==> src/rtl/latch_wr_pkg.sv <==
// -----------------------------------------------------------------------------
// latch_wr_pkg
// Shared definitions for the latch write controller:
//   - state_e    : sequencer states (IDLE, SETUP, OPEN, HOLD)
//   - CNT_W      : width of the phase down-counter
//   - cnt_load() : counter preload for a phase lasting N cycles
//   - params_ok(): elaboration-time range check of the controller parameters
// -----------------------------------------------------------------------------
package latch_wr_pkg;

    localparam int unsigned CNT_W = 4;

    typedef enum logic [1:0] {
        ST_IDLE  = 2'd0,
        ST_SETUP = 2'd1,
        ST_OPEN  = 2'd2,
        ST_HOLD  = 2'd3
    } state_e;

    // A phase of N cycles exits when the counter reaches 0, so it starts at N-1.
    function automatic logic [CNT_W-1:0] cnt_load(input int unsigned cycles);
        return CNT_W'(cycles - 1);
    endfunction

    function automatic bit params_ok(input int unsigned dw,
                                     input int unsigned depth,
                                     input int unsigned aw,
                                     input int unsigned t_s,
                                     input int unsigned t_o,
                                     input int unsigned t_h);
        return (dw >= 1) && (depth >= 2) && (depth <= 16) &&
               (aw >= $clog2(depth)) && (aw <= 31) &&
               (t_s >= 1) && (t_s <= 15) &&
               (t_o >= 1) && (t_o <= 15) &&
               (t_h >= 1) && (t_h <= 15);
    endfunction

endpackage

==> src/rtl/latch_wr_ctrl_if.sv <==
// -----------------------------------------------------------------------------
// latch_wr_ctrl_if
// Request handshake and latch-array bus of the latch write controller.
//   req_valid/req_ready/req_addr/req_data : write request (master -> ctrl)
//   lat_d   : shared D bus to the latch array
//   lat_en  : one-hot, transparent-high latch enables
//   busy    : write sequence in progress or pending
//   err     : one-cycle pulse, out-of-range request dropped
// master = request source / latch array side, slave = controller.
// -----------------------------------------------------------------------------
interface latch_wr_ctrl_if #(
    parameter int unsigned DW    = 8,
    parameter int unsigned DEPTH = 4,
    parameter int unsigned AW    = 2
);
    logic             req_valid;
    logic             req_ready;
    logic [AW-1:0]    req_addr;
    logic [DW-1:0]    req_data;
    logic [DW-1:0]    lat_d;
    logic [DEPTH-1:0] lat_en;
    logic             busy;
    logic             err;

    modport master (
        output req_valid, req_addr, req_data,
        input  req_ready, lat_d, lat_en, busy, err
    );

    modport slave (
        input  req_valid, req_addr, req_data,
        output req_ready, lat_d, lat_en, busy, err
    );
endinterface

==> src/rtl/latch_wr_slot.sv <==
// -----------------------------------------------------------------------------
// latch_wr_slot
// One-entry pending request register with a registered ready.
//   clk_i, rst_ni        : clock, synchronous active-low reset
//   push_valid_i/_ready_o: producer handshake (ready = slot empty, registered)
//   push_data_i          : entry written on an accepted push
//   pop_i                : consumer frees the slot this edge
//   full_o, data_o       : slot occupancy and stored entry
// -----------------------------------------------------------------------------
module latch_wr_slot #(
    parameter int unsigned W = 10
) (
    input  logic         clk_i,
    input  logic         rst_ni,
    input  logic         push_valid_i,
    output logic         push_ready_o,
    input  logic [W-1:0] push_data_i,
    input  logic         pop_i,
    output logic         full_o,
    output logic [W-1:0] data_o
);
    logic         full_q, full_d;
    logic         ready_q;
    logic [W-1:0] data_q, data_d;
    logic         push;

    assign push = push_valid_i && ready_q;

    // Pop is applied before push so a same-edge pop+push leaves the slot full.
    always_comb begin
        full_d = full_q;
        data_d = data_q;
        if (pop_i) begin
            full_d = 1'b0;
        end
        if (push) begin
            full_d = 1'b1;
            data_d = push_data_i;
        end
    end

    always_ff @(posedge clk_i) begin
        if (!rst_ni) begin
            full_q  <= 1'b0;
            ready_q <= 1'b1;
            data_q  <= '0;
        end else begin
            full_q  <= full_d;
            ready_q <= !full_d;
            data_q  <= data_d;
        end
    end

    assign push_ready_o = ready_q;
    assign full_o       = full_q;
    assign data_o       = data_q;
endmodule

==> src/rtl/latch_wr_ctrl.sv <==
// -----------------------------------------------------------------------------
// latch_wr_ctrl
// Sequences writes into an external array of transparent-high latches:
// D bus set up for T_SETUP cycles, one enable high for T_OPEN cycles, D held
// for T_HOLD cycles. Back-to-back requests chain HOLD -> SETUP with no gap.
// Out-of-range addresses are consumed and reported with a one-cycle err.
//   CLK  : sole clock, rising edge
//   RSTB : synchronous active-low reset
//   bus  : latch_wr_ctrl_if slave (request handshake, lat_d, lat_en, busy, err)
// -----------------------------------------------------------------------------
module latch_wr_ctrl
    import latch_wr_pkg::*;
#(
    parameter int unsigned DW      = 8,
    parameter int unsigned DEPTH   = 4,
    parameter int unsigned AW      = 2,
    parameter int unsigned T_SETUP = 1,
    parameter int unsigned T_OPEN  = 1,
    parameter int unsigned T_HOLD  = 1
) (
    input logic            CLK,
    input logic            RSTB,
    latch_wr_ctrl_if.slave bus
);
    if (!params_ok(DW, DEPTH, AW, T_SETUP, T_OPEN, T_HOLD)) begin : g_param_chk
        $error("latch_wr_ctrl: parameter out of range");
    end

    state_e           state_q, state_d;
    logic [CNT_W-1:0] cnt_q, cnt_d;
    logic [AW-1:0]    addr_q, addr_d;
    logic [DW-1:0]    lat_d_q, lat_d_d;
    logic [DEPTH-1:0] lat_en_q, lat_en_d;
    logic             err_q, err_d;

    logic             slot_full, slot_pop, slot_ready;
    logic [AW+DW-1:0] slot_q;
    logic [AW-1:0]    slot_addr;
    logic [DW-1:0]    slot_data;
    logic             addr_ok;
    logic             launch;

    latch_wr_slot #(.W(AW + DW)) u_slot (
        .clk_i       (CLK),
        .rst_ni      (RSTB),
        .push_valid_i(bus.req_valid),
        .push_ready_o(slot_ready),
        .push_data_i ({bus.req_addr, bus.req_data}),
        .pop_i       (slot_pop),
        .full_o      (slot_full),
        .data_o      (slot_q)
    );

    assign slot_addr = slot_q[AW+DW-1:DW];
    assign slot_data = slot_q[DW-1:0];
    assign addr_ok   = 32'(slot_addr) < DEPTH;

    always_comb begin
        state_d  = state_q;
        cnt_d    = cnt_q;
        addr_d   = addr_q;
        lat_d_d  = lat_d_q;
        lat_en_d = lat_en_q;
        err_d    = 1'b0;
        slot_pop = 1'b0;
        launch   = 1'b0;

        case (state_q)
            ST_IDLE: launch = 1'b1;
            ST_SETUP: begin
                if (cnt_q == '0) begin
                    state_d  = ST_OPEN;
                    cnt_d    = cnt_load(T_OPEN);
                    lat_en_d = DEPTH'(1) << addr_q;
                end else begin
                    cnt_d = cnt_q - 1'b1;
                end
            end
            ST_OPEN: begin
                if (cnt_q == '0) begin
                    state_d  = ST_HOLD;
                    cnt_d    = cnt_load(T_HOLD);
                    lat_en_d = '0;
                end else begin
                    cnt_d = cnt_q - 1'b1;
                end
            end
            ST_HOLD: begin
                if (cnt_q == '0) begin
                    state_d = ST_IDLE;
                    launch  = 1'b1;
                end else begin
                    cnt_d = cnt_q - 1'b1;
                end
            end
            default: state_d = ST_IDLE;
        endcase

        // IDLE and the last HOLD cycle share one launch point, which is what
        // makes back-to-back writes run without an IDLE gap.
        if (launch && slot_full) begin
            slot_pop = 1'b1;
            if (addr_ok) begin
                state_d = ST_SETUP;
                cnt_d   = cnt_load(T_SETUP);
                addr_d  = slot_addr;
                lat_d_d = slot_data;
            end else begin
                err_d = 1'b1;
            end
        end
    end

    always_ff @(posedge CLK) begin
        if (!RSTB) begin
            state_q  <= ST_IDLE;
            cnt_q    <= '0;
            addr_q   <= '0;
            lat_d_q  <= '0;
            lat_en_q <= '0;
            err_q    <= 1'b0;
        end else begin
            state_q  <= state_d;
            cnt_q    <= cnt_d;
            addr_q   <= addr_d;
            lat_d_q  <= lat_d_d;
            lat_en_q <= lat_en_d;
            err_q    <= err_d;
        end
    end

    assign bus.req_ready = slot_ready;
    assign bus.lat_d     = lat_d_q;
    assign bus.lat_en    = lat_en_q;
    assign bus.err       = err_q;
    assign bus.busy      = (state_q != ST_IDLE) || slot_full;
endmodule

==> src/flat_wrapper.sv <==
// flat-port wrapper written by rule: the top's interface ports become plain ports
module latch_wr_ctrl_flat import latch_wr_pkg::*;
#(
    parameter int unsigned DW      = 8,
    parameter int unsigned DEPTH   = 4,
    parameter int unsigned AW      = 2,
    parameter int unsigned T_SETUP = 1,
    parameter int unsigned T_OPEN  = 1,
    parameter int unsigned T_HOLD  = 1
)
  (CLK, RSTB, bus_req_valid, bus_req_addr, bus_req_data, bus_req_ready, bus_lat_d, bus_lat_en, bus_busy, bus_err);
  latch_wr_ctrl_if #(.DW(DW), .DEPTH(DEPTH), .AW(AW)) bus_i ();
  input logic CLK;
  input logic RSTB;
  input wire logic [$bits(bus_i.req_valid)-1:0] bus_req_valid;
  input wire logic [$bits(bus_i.req_addr)-1:0] bus_req_addr;
  input wire logic [$bits(bus_i.req_data)-1:0] bus_req_data;
  output wire logic [$bits(bus_i.req_ready)-1:0] bus_req_ready;
  output wire logic [$bits(bus_i.lat_d)-1:0] bus_lat_d;
  output wire logic [$bits(bus_i.lat_en)-1:0] bus_lat_en;
  output wire logic [$bits(bus_i.busy)-1:0] bus_busy;
  output wire logic [$bits(bus_i.err)-1:0] bus_err;
  assign bus_i.req_valid = bus_req_valid;
  assign bus_i.req_addr = bus_req_addr;
  assign bus_i.req_data = bus_req_data;
  assign bus_req_ready = bus_i.req_ready;
  assign bus_lat_d = bus_i.lat_d;
  assign bus_lat_en = bus_i.lat_en;
  assign bus_busy = bus_i.busy;
  assign bus_err = bus_i.err;
  latch_wr_ctrl #(.DW(DW), .DEPTH(DEPTH), .AW(AW), .T_SETUP(T_SETUP), .T_OPEN(T_OPEN), .T_HOLD(T_HOLD)) u_core (.CLK(CLK), .RSTB(RSTB), .bus(bus_i));
endmodule
==> config.mk <==
export PLATFORM = sky130hd
export DESIGN_NAME = latch_wr_ctrl_flat
export DESIGN_NICKNAME = d
export VERILOG_FILES = /design/src/rtl/latch_wr_pkg.sv /design/src/rtl/latch_wr_ctrl_if.sv /design/src/rtl/latch_wr_slot.sv /design/src/rtl/latch_wr_ctrl.sv /design/src/flat_wrapper.sv
export SDC_FILE = /design/constraint.sdc
export NUM_CORES = 1
export LEC_CHECK = 0
export BUFFER_PORTS_ARGS = -buffer_cell sky130_fd_sc_hd__buf_4
export CAP_MARGIN = 20
export CORE_ASPECT_RATIO = 1.25
export CORE_MARGIN = 8
export CORE_UTILIZATION = 40
export CTS_BUF_LIST = sky130_fd_sc_hd__clkbuf_4 sky130_fd_sc_hd__clkbuf_8 sky130_fd_sc_hd__clkbuf_16
export DETAILED_ROUTE_END_ITERATION = 8
export HOLD_SLACK_MARGIN = 0.06
export REMOVE_ABC_BUFFERS = 1
export SYNTH_ARGS = -nofsm -noshare
export SYNTH_HDL_FRONTEND = slang
export SYNTH_HIERARCHICAL = 1
export SYNTH_SLANG_ARGS = --single-unit
export TNS_END_PERCENT = 30
==> constraint.sdc <==
create_clock -name CLK -period 3.8 [get_ports CLK]
set_input_delay 0.57 -clock CLK [delete_from_list [all_inputs] [get_ports CLK]]
set_output_delay 0.57 -clock CLK [all_outputs]
set_load 0.1 [all_outputs]
==> impl_metrics.py <==
metrics = {
    "run_status": {
        "status": "complete, no violations",
    },
    "timing": {
        "final-setup-viol-count": 0,
        "finClkSkew_ns": 0.00317,
        "period_needed_ns": 1.95,
        "period_share": 0.513,
        "maxSlewViolCount": 0,
        "fin_tns_setup_ns": 0,
        "final-hold-violation-count": 0,
        "fmax_ghz": 0.513,
        "setup_ws_ns": 1.85,
        "rsz0062_at_grt": "no",
    },
    "finish": {
        "final_cell_count_no_fill": 231,
        "nets": 209,
        "final_common_cell": "dfxtp_1",
        "multiInputGateArea_um2": 797,
        "seq_area_um2": 641,
        "drive_above_1_share": 0.262,
        "layout-area-overhead-vs-synth_pct": 20.0,
        "layout_common_cells": "dfxtp_1, nand2_1, buf_4",
        "fill_cells": 359,
        "n_antenna_cell": 0,
    },
    "critical_path": {
        "slowest_stage": "dfxtp_1",
        "path_cells": "inv_1 -> ha_1 -> nand2b_1 -> buf_4",
        "cp_top_family": "flip-flops",
        "crit_fanout": 5,
        "path_buf_inv": 2,
        "path_class": "reg2out",
        "startpoint_type": "register",
        "max_stage_delay_ns": 0.41,
        "end_kind": "primary output",
        "critical_path_required_ns": 3.23,
        "critPathArrivalTime_ns": 1.38,
    },
    "clock_tree": {
        "clkTransAtPathRegs_ns": 0.07,
        "cts.sinks": 32,
        "numCtsBuffers": 5,
        "hold_buffers": 0,
        "clock_latency_ns": 0.28,
        "cts_tree": "built",
        "clockBufferDepth": 2,
        "post_cts_buffers": 0,
        "post_cts_resized": 0,
        "h-tree-depth": 2,
        "cts_root_buf": "clkbuf_8",
    },
    "placed_design": {
        "dp_worst_setup_slack_ns": 1.99,
        "place.gp.congestion": 0.811,
        "place_inst": 223,
        "dpl.hpwl_mm": 2.26,
        "io_buffers": 26,
    },
    "job": {
        "drv_cap": 0,
    },
    "worst_hold_path": {
        "min_path_type": "reg2reg",
    },
    "routing": {
        "totalWireLength_mm": 3.28,
        "route.detailed.drc": 0,
        "wire_per_inst_um": 14.2,
        "via_per_inst": 5.40,
        "via_count": 1247,
        "ant_nets": 0,
        "drt-initial-drc-count": 46,
        "first_pass_iters": 4,
    },
    "yosys": {
        "synth_top_area_frac": 0.419,
        "ys_seq_area_frac": 0.419,
        "synth-seq-cells": 32,
        "ys.flop_type": "dfxtp_1",
        "synth_cell_types": 41,
        "synth_warnings": 6,
        "synth_cells": 167,
        "async_flop_share": 0,
        "ys_top_cells_by_area": "dfxtp_1, nand2_1, mux2i_1",
        "synth_edf_count": 0,
        "syn_area_um2": 1530,
        "yosysTopAreaCell": "dfxtp_1",
        "avgSynthCellArea_um2": 9.16,
    },
    "grt": {
        "grt_util_all_layers": 0.117,
        "grt.overflow.total": 0,
        "grt_pass1_wl_mm": 5.71,
        "grt_pass1_vias": 1337,
        "grt_max_degree": 52,
        "grt_antenna_before_repair": 0,
    },
    "floorplanning": {
        "initial_core_util": 0.411,
        "dieArea_um2": 6070,
        "dieHeight_um": 85.2,
        "die_x_um": 71.3,
        "boundaryPins": 28,
        "core_area_um2": 3720,
        "fp-row-count": 25,
    },
    "pwr": {
        "pwr-share-seq": 0.347,
        "pwr-share-comb": 0.334,
        "p_leak_uw": 0.000727,
        "ir_drop_uv": 280,
        "p_clk_frac": 0.320,
        "swShare": 0.363,
        "power-per-cell-area_nw_per_um2": 612,
        "power.switching_uw": 409,
        "power.internal_uw": 716,
    },
}
-- power groups by stage --
stage / sequential (uW) / clock [uW] / combinational, uW
after global routing: 393 / 385 / 414
after CTS: 390 / 374 / 379
final: 390 / 359 / 375
after global placement: 396 / 0 / 370
after floorplan: 455 / 0 / 230
after detailed placement: 397 / 0 / 377
-- cells by family after synthesis --
kind of cell	share of synthesized area
AOI/OAI and AO/OA	0.169
adders and majority gates	0.0491
buffers and inverters	0.0605
DFF	0.419
muxes	0.0654
other	0.00245
and+or+nand+nor	0.235
-- path summary, 6_finish.rpt --
check	start	end	slack [ns]	cells past startpoint
worst min register to register	u_core/u_slot/data_o[5]	u_core/u_slot/data_o[5]	0.45	2
worst max register to register	u_core/cnt_q[0]	u_core/bus.lat_en[2]	1.97	5
worst max-delay path	u_core/state_q[0]	bus_busy	1.85	4
worst min-delay path	u_core/u_slot/data_o[5]	u_core/u_slot/data_o[5]	0.45	2
-- synthesized netlist by cell type, types with 2 or more instances --
| cell type | instances |
|---|---|
| ha_1 | 6 |
| a21boi_0 | 2 |
| nor2b_1 | 3 |
| buf_6 | 3 |
| a21boi_1 | 2 |
| nand2_1 | 31 |
| nand2b_1 | 2 |
| dfxtp_1 | 32 |
| a21oi_1 | 5 |
| or3_1 | 2 |
| or4b_1 | 2 |
| o21ai_2 | 10 |
| inv_1 | 5 |
| buf_2 | 2 |
| o21ai_0 | 7 |
| mux2i_1 | 10 |
| nand4b_1 | 2 |
| nand4_1 | 10 |
| clkbuf_1 | 3 |
| nor2_1 | 6 |
| buf_4 | 2 |
-- routing by layer --
metal	vias up	track usage	wire [um]	share of wire
li1	634	-	-	-
met1	565	0.125	1460	0.44
met2	41	0.195	1540	0.47
met3	7	0.0413	215	0.065
met4	0	0.0626	67	0.020
met5	-	0	0	0
-- metrics by stage --
stage	utilization	hold slack (ns)	instance area, um^2	total power [uW]
final	0.493	0.454	1840	1120
after global routing	0.493	0.479	1840	1190
after CTS	0.493	0.459	1840	1140
after detailed placement	0.459	0.449	1710	774
after global placement	0.459	0.436	1710	766
after floorplan	-	0.429	1460	685
-- tightest hold or removal path, stage by stage, from the launching register on --
cell and delay [ns]:
dfxtp_1 0.31, nand2_1 0.05, o21ai_1 0.05
-- sequential cells by signal, summed over array words and instances, names as in the netlist --
name,flops
u_core/addr_q,2
u_core/bus.lat_d,8
u_core/bus.lat_en,4
u_core/cnt_q,4
u_core/state_q,2
u_core/u_slot/data_o,10
u_core/u_slot/full_o,1
u_core/u_slot/push_ready_o,1
-- cell type report --
class	instances	share of cell area
Clock buffer	7	0.0525
Inverter	5	0.0102
Tap cell	40	0.0273
Multi-Input combinational cell	119	0.434
Clock inverter	1	0.0164
Sequential cell	32	0.349
Timing Repair Buffer	27	0.110
Power figures use the tool's default switching activity.
